--- src/rtl/demux_1to16_dispatch.sv ---
// demux_1to16_dispatch: dispatches one word per cycle into one of 16 one-entry holding registers. Data appears 1 cycle after accept.
// Backpressure: in_ready follows the target channel's free state, with no bubble on drain+reload. DEMUX_BROADCAST_EN enables in_bcast.
module demux_1to16_dispatch #(
  parameter int WIDTH = 32
) (
  input  logic                  clk,
  input  logic                  rstb,
  input  logic [WIDTH-1:0]      in_data,
  input  logic [3:0]            in_sel,
  input  logic                  in_bcast,
  input  logic                  in_valid,
  output logic                  in_ready,
  output logic [16*WIDTH-1:0]   out_data,
  output logic [15:0]           out_valid,
  input  logic [15:0]           out_ready
);

  logic [15:0]            free;
  logic [15:0]            load;
  logic                   accept;
  logic [15:0][WIDTH-1:0] hold_data;

  // A full channel whose consumer takes its word this cycle can be refilled in the same cycle.
  assign free = ~out_valid | out_ready;

`ifdef DEMUX_BROADCAST_EN
  assign in_ready = in_bcast ? (&free) : free[in_sel];
  assign accept   = in_valid & in_ready;
  assign load     = !accept  ? 16'h0000 :
                    in_bcast ? 16'hFFFF : (16'h0001 << in_sel);
`else
  logic unused_bcast;
  assign unused_bcast = in_bcast;
  assign in_ready     = free[in_sel];
  assign accept       = in_valid & in_ready;
  assign load         = accept ? (16'h0001 << in_sel) : 16'h0000;
`endif

  always_ff @(posedge clk or negedge rstb) begin
    if (!rstb) begin
      out_valid <= '0;
      hold_data <= '0;
    end else begin
      for (int k = 0; k < 16; k++) begin
        if (load[k]) begin
          out_valid[k] <= 1'b1;
          hold_data[k] <= in_data;
        end else if (out_ready[k]) begin
          out_valid[k] <= 1'b0;
        end
      end
    end
  end

  assign out_data = hold_data;

endmodule

--- config.mk ---
export PLATFORM = sky130hd
export DESIGN_NAME = demux_1to16_dispatch
export DESIGN_NICKNAME = d
export VERILOG_FILES = /design/src/rtl/demux_1to16_dispatch.sv
export SDC_FILE = /design/constraint.sdc
export NUM_CORES = 1
export LEC_CHECK = 0
export BUFFER_PORTS_ARGS = -buffer_cell sky130_fd_sc_hd__buf_2
export CAP_MARGIN = 15
export CORE_AREA = 8 8 221 223
export CTS_BUF_LIST = sky130_fd_sc_hd__clkbuf_4
export DETAILED_ROUTE_END_ITERATION = 16
export DIE_AREA = 0 0 229 231
export PLACE_DENSITY = 0.78
export SYNTH_ARGS = -nofsm -noshare
export SYNTH_HDL_FRONTEND = slang
export SYNTH_SLANG_ARGS = --single-unit
--- constraint.sdc ---
create_clock -name clk -period 2.05 [get_ports clk]
set_input_delay 0.205 -clock clk [delete_from_list [all_inputs] [get_ports clk]]
set_output_delay 0.205 -clock clk [all_outputs]
set_load 0.03 [all_outputs]
==> results of run 1 <==
[registers in the layout, summed over array words and instances (netlist names)]
signal and flops:
out_data 512, out_valid 16
[power groups by stage]
stage | Sequential [mW] | Clock [mW] | Combinational, mW
final | 14.1 | 9.32 | 11.1
after global routing | 14.3 | 10.2 | 11.5
after CTS | 14.0 | 9.56 | 11.2
after detailed placement | 14.2 | 0 | 11.1
after global placement | 14.0 | 0 | 10.9
after floorplan | 18.9 | 0 | 2.22
[cells in the mapped netlist (6+ instances only)]
| cell | instances |
|---|---|
| mux2_2 | 491 |
| o31ai_1 | 6 |
| buf_2 | 14 |
| and3_1 | 6 |
| dfrtp_1 | 528 |
| nand2_1 | 11 |
| clkbuf_1 | 32 |
| buf_4 | 28 |
| nand2b_1 | 14 |
| buf_6 | 15 |
| mux2_1 | 20 |
[cell families after synthesis]
logic type	share of synthesized area (%)
muxes	28.9
DFF	65.7
AOI/OAI and AO/OA	0.404
and+or+nand+nor	2.07
buffers and inverters	2.89
[layer usage]
layer,global-route usage [%],vias up
met2,40.6,644
met5,0,-
met1,27.6,7265
met4,10.4,4
met3,9.43,136
li1,-,5853
[tightest hold or removal path: cells and delay by family]
kind	cells	cell delay [ps]
buf+inv	3	450
simple gates	3	340
[cell type report]
class / count / area (µm²) / area share (%)
clock inverters: 33 / 270 / 1.02
diodes: 7 / 17.5 / 0.0662
inverters: 2 / 7.51 / 0.0284
clock buffers: 201 / 1510 / 5.70
well taps: 600 / 751 / 2.84
multi-input cells: 586 / 6420 / 24.3
flip-flops and latches: 528 / 13200 / 49.9
repair buffers: 700 / 4260 / 16.1
[how the worst min path moves through the flow]
stage	to	slack, ps	from
floorplan	out_data[0]$_DFFE_PN0P_	-90	rstb
global placement	out_data[119]$_DFFE_PN0P_	190	rstb
detailed placement	out_data[156]$_DFFE_PN0P_	190	rstb
CTS	out_data[474]$_DFFE_PN0P_	4	in_sel[2]
global route	out_data[189]$_DFFE_PN0P_	60	out_ready[5]
finish	out_valid[2]$_DFFE_PN0P_	110	out_ready[2]
[layout by cell type, fill, tap and decap left out, types with 2 or more instances in the layout]
cell type	n
clkbuf_4	201
nor3_4	5
dfrtp_1	528
inv_1	2
diode_2	7
and3_2	6
o31ai_1	6
buf_2	581
buf_12	22
inv_2	4
mux4_2	2
bufinv_16	5
mux2_2	491
or2_2	3
clkinv_4	2
nor2_2	3
clkinv_1	20
nand3_2	6
nand2_1	11
nand2b_4	5
mux2_1	20
nand2b_1	9
nor2b_1	4
dlygate4sd3_1	61
buf_4	32
[metrics by stage]
| step | setup slack [ps] | std cells | hold slack, ps |
|---|---|---|---|
| after global routing | -667 | 2656 | 57.3 |
| final | -523 | 2657 | 115 |
| after CTS | -635 | 2647 | 3.85 |
| after floorplan | 242 | 1206 | -90.6 |
| after global placement | 176 | 2349 | 188 |
| after detailed placement | 166 | 2349 | 188 |
[repair_timing]
item,in CTS,in global routing
hold buffers,61,3
gates cloned,0,1
pin swaps,3,1
resized for setup,18,7
endpoints found under the setup margin,1,66
hold endpoints to repair,1056,2
setup buffers,3,0
==> flow_summary_export.csv, run 1 <==
group,metric,value,unit
outcome,status,"complete, but fails checks",
outcome,violations,"setup timing",
synthesis,synth_ff_type,"dfrtp_1",
detailed_routing,dr.pass1.iters,4,
placed_design,io_buffers,583,
clock_tree,path_clk_slew,70,ps
timing,maxSlewHeadroom,61.7,%
synthesis,yosys.area.top_type_share,65.7,%
clock_tree,cts_root_buf,"clkbuf_4",
detailed_routing,drc,0,
critical_path,path_buf_inv,1,
die,dieArea,52900,µm²
timing,slew_violations,0,
timing,finalSetupViolations,1,
synthesis,synth_cells,1206,
grt,overflow,0,
detailed_routing,avgViaCountPerCell,5.23,
critical_path,worstSetupPathType,"reg -> out",
timing,final.min_clock_period,2570,ps
detailed_routing,wl_met3,5630,µm
clock_tree,htree_levels,4,
timing,fin_tns_setup,-523,ps
detailed_routing,vias,13902,
die,die_h,231,µm
timing,hold_violations,0,
timing,post-route-period-util,125,%
synthesis,avgSynthCellArea,16.7,µm²
synthesis,async_flop_share,100,%
synthesis,synth-seq-area-share,65.7,%
timing,tightest_slew,570,ps
timing,fin_ws,-523,ps
critical_path,path_cells,"nor2b_1 -> a32oi_1 -> a21oi_2 -> nor4b_4 -> buf_6",
critical_path,crit_slowest_cell,"dfrtp_1",
timing,fmax,0.389,GHz
pwr,switching_share,37.9,%
clock_tree,cts_buffers,137,
clock_tree,insertion_delay,960,ps
critical_path,critPathTopFamily,"simple AND/OR/NAND/NOR gates",
final_layout,num-fill-cells,3566,
critical_path,end_kind,"primary output",
pwr,p_comb_share,32.2,%
placed_design,gp_congestion,0.816,
critical_path,required,1850,ps
pwr,p_sw,13.1,mW
critical_path,cp_max_fo,3,
grt,grt_max_degree,91,
critical_path,arrival,2370,ps
worst_hold_path,holdCritPathClass,"in -> reg",
timing,clock_skew,35.0,ps
final_layout,utilization,58.7,%
grt,grtUsageTotal,24.3,%
detailed_routing,dr_wl_met2,33300,µm
die,core_area,45100,µm²
synthesis,synthDistinctLibCells,35,
detailed_routing,wl_met1,24900,µm
pwr,p_per_area,1300,nW/µm²
pwr,vdd_ir_drop_max,976,µV
clock_tree,cts_tree,"done",
flow_run,maxCapViolations,0,
final_layout,drive_gt1_share,67.4,%
grt,antenna_found_initial,6,
synthesis,synth_area,20100,µm²
detailed_routing,routedWlPerCell,24.9,µm
detailed_routing,drt-total-wl,66000,µm
worst_hold_path,min_delay_path_depth,6,
critical_path,r2r_slack,50,ps
die,ios,585,
synthesis,synth.area.top_cells,"dfrtp_1 66%, mux2_2 27%, mux2_1 1.1%",
final_layout,stdcell_area,26500,µm²
synthesis,yosys_warnings,0,
final_layout,synthToLayoutAreaGrowth,31.6,%
critical_path,rr_endpoint,"out_data[63]$_DFFE_PN0P_",
die,rows,78,
synthesis,yosys_register_bits,528,
critical_path,cp.depth,5,
critical_path,r2r_cells,5,
synthesis,syn-num-nets,1262,
clock_tree,cts_buffer_depth,3,
placed_design,dpl.hpwl,45800,µm
synthesis,synth_top_cell_by_area,"dfrtp_1",
placed_design,dpl_cell_area,23900,µm²
critical_path,endpoint,"in_ready",
synthesis,synth_edf_count,0,
critical_path,timing.rr.start,"out_valid[1]$_DFFE_PN0P_",
clock_tree,clock-sinks,528,
grt,first_global_vias,15207,
pwr,p_seq_share,40.8,%
detailed_routing,initialDrtViolationCount,642,
die,initial_utilization,44.6,%
grt,grt_pass1_wl,97000,µm
critical_path,start_kind,"flop",
detailed_routing,routed.top_layer,"met5",
critical_path,max_stage_delay,390,ps
pwr,power.internal,21.4,mW
final_layout,layout.nets,2011,
pwr,power_frac_clock,27.0,%
pwr,power.total,34.5,mW
timing,rsz0062_at_grt,"yes",
critical_path,startpoint,"out_valid[14]$_DFFE_PN0P_",
detailed_routing,ant_nets,0,
die,die_width,229,µm
pwr,power.leakage,13.2,nW
(Power assumes the default switching activity.)
==> inputs of run 2 (changes only) <==
--- a/config.mk
+++ b/config.mk
@@ -12,6 +12,7 @@
 export DETAILED_ROUTE_END_ITERATION = 16
 export DIE_AREA = 0 0 229 231
 export PLACE_DENSITY = 0.78
+export REMOVE_ABC_BUFFERS = 1
 export SYNTH_ARGS = -nofsm -noshare
 export SYNTH_HDL_FRONTEND = slang
 export SYNTH_SLANG_ARGS = --single-unit
==> flow_summary_export.csv, run 2 (synthesis results as in run 1) <==
group,metric,value,unit
timing,fin_ws,-543,ps
placed_design,dpl_cell_area,24000,µm²
critical_path,r2r_cells,6,
clock_tree,insertion_delay,970,ps
pwr,vdd_ir_drop_max,843,µV
critical_path,path_buf_inv,1,
placed_design,dpl.hpwl,43600,µm
final_layout,final_common_cell,"buf_2",
clock_tree,cts_buffer_depth,3,
flow_run,maxCapViolations,0,
die,die_width,229,µm
grt,grtUsageTotal,24.4,%
critical_path,crit_slowest_cell,"mux4_2",
critical_path,arrival,2390,ps
placed_design,dp_slack,205,ps
clock_tree,clock-sinks,528,
pwr,p_per_area,1280,nW/µm²
die,core_area,45100,µm²
timing,hold_violations,0,
placed_design,io_buffers,583,
detailed_routing,drc,0,
critical_path,critPathTopFamily,"multiplexers",
final_layout,final_cell_mix,"581 x buf_2, 528 x dfrtp_1, 491 x mux2_2",
critical_path,timing.rr.start,"out_valid[3]$_DFFE_PN0P_",
final_layout,stdcell_area,26900,µm²
critical_path,r2r_slack,-180,ps
grt,grt_pass1_wl,97600,µm
final_layout,layout.nets,2037,
critical_path,max_stage_delay,530,ps
detailed_routing,drt-total-wl,69400,µm
critical_path,start_kind,"flop",
die,ios,585,
timing,tightest_slew,588,ps
critical_path,required,1850,ps
timing,final.min_clock_period,2590,ps
grt,first_global_vias,15184,
timing,fmax,0.386,GHz
clock_tree,cts_buffers,138,
final_layout,drive_gt1_share,67.4,%
timing,clock_skew,56.8,ps
critical_path,worstSetupPathType,"reg -> out",
die,rows,78,
worst_hold_path,holdCritPathClass,"in -> reg",
detailed_routing,dr.pass1.iters,5,
detailed_routing,ant_nets,0,
placed_design,gp_congestion,0.883,
detailed_routing,vias,14280,
worst_hold_path,hp-start,"out_ready[2]",
detailed_routing,initialDrtViolationCount,1034,
grt,antenna_found_initial,2,
outcome,status,"complete, but fails checks",
critical_path,rr_endpoint,"out_data[102]$_DFFE_PN0P_",
final_layout,synthToLayoutAreaGrowth,33.8,%
clock_tree,cts_root_buf,"clkbuf_4",
detailed_routing,routedWlPerCell,25.9,µm
critical_path,path_cells,"nand2b_1 -> mux4_2 -> nor3_4 -> nor4b_4 -> buf_6",
timing,post-route-period-util,126,%
grt,overflow,0,
timing,maxSlewHeadroom,60.7,%
die,die_h,231,µm
outcome,violations,"setup timing",
timing,finalSetupViolations,53,
clock_tree,path_clk_slew,80,ps
critical_path,end_kind,"primary output",
worst_hold_path,min_to,"out_valid[2]$_DFFE_PN0P_",
worst_hold_path,min_delay_path_depth,7,
critical_path,cp_max_fo,3,
grt,grt_max_degree,73,
detailed_routing,avgViaCountPerCell,5.33,
timing,rsz0062_at_grt,"yes",
die,dieArea,52900,µm²
clock_tree,cts_tree,"done",
clock_tree,htree_levels,4,
die,initial_utilization,44.6,%
pwr,power.leakage,13.4,nW
timing,slew_violations,0,
final_layout,largest_reg_flops,512,
run 2: changes by cell type in the layout (fill, tap and decap cells not counted), sizes merged, moves of 2 or more:
cell / change
buf: +9
dlygate4sd3: +10
clkbuf: +5
clkinv: -5
clkinvlp: +2
run 2: how the worst max path moves through the flow:
stage                                    startpoint                   endpoint  slack [ps]  cells after the start
after floorplan           out_valid[15]$_DFFE_PN0P_  out_data[480]$_DFFE_PN0P_        -500                      3
after global placement                    in_sel[1]                   in_ready         230                      7
after detailed placement                  in_sel[1]                   in_ready         200                      7
after CTS                  out_valid[2]$_DFFE_PN0P_                   in_ready        -620                      5
after global routing       out_valid[1]$_DFFE_PN0P_                   in_ready        -740                      5
final                     out_valid[11]$_DFFE_PN0P_                   in_ready        -540                      5
run 2: where the power goes:
group | switching, mW | internal [mW]
registers | 1.33 | 12.8
clock network | 4.25 | 4.97
logic | 7.61 | 3.56
total | 13.2 | 21.3
run 2: final cells by class:
class | instances | area [µm²]
diodes | 7 | 17.5
clock buffers | 201 | 1510
clock inverters | 28 | 229
fillers | 3381 | 18200
inverters | 2 | 7.51
multi-input cells | 586 | 6440
flip-flops and latches | 528 | 13200
well taps | 600 | 751
repair buffers | 725 | 4740
run 2: repair_timing:
item,4_1_cts,5_1_grt
hold endpoints to repair,1056,4
gates cloned,0,6
gates resized for setup,11,25
hold buffers,74,3
setup buffers,7,7
setup endpoints to repair,1,114
pin swaps,4,5
run 2: through the flow:
stage	setup TNS (ps)	hold slack, ps	cells	utilization, %	power, mW
final	-4950	110	2677	59.7	34.5
after detailed placement	0	171	2348	53.2	25.3
after global routing	-5100	6.51	2677	59.7	36.0
after CTS	-13560	0.238	2657	58.9	34.7
after floorplan	-19150	-90.6	1116	-	21.0
after global placement	0	169	2348	53.2	24.9
run 2: worst reg2reg max path, stage by stage (launching register included):
cell and delay (ps):
dfrtp_1 400, nand2b_4 90, buf_4 140, dlygate4sd3_1 640
nand3_4 180, clkbuf_16 290, mux2_2 370
run 2: routing by layer:
| metal | wire, µm | part of all wire, % | track usage, % | up-vias |
|---|---|---|---|---|
| met5 | 0 | 0 | 0 | - |
| met4 | 2730 | 3.9 | 12.5 | 0 |
| met3 | 5710 | 8.2 | 8.94 | 209 |
| met2 | 34900 | 50 | 40.2 | 745 |
| met1 | 26100 | 38 | 27.8 | 7439 |
| li1 | - | - | - | 5887 |
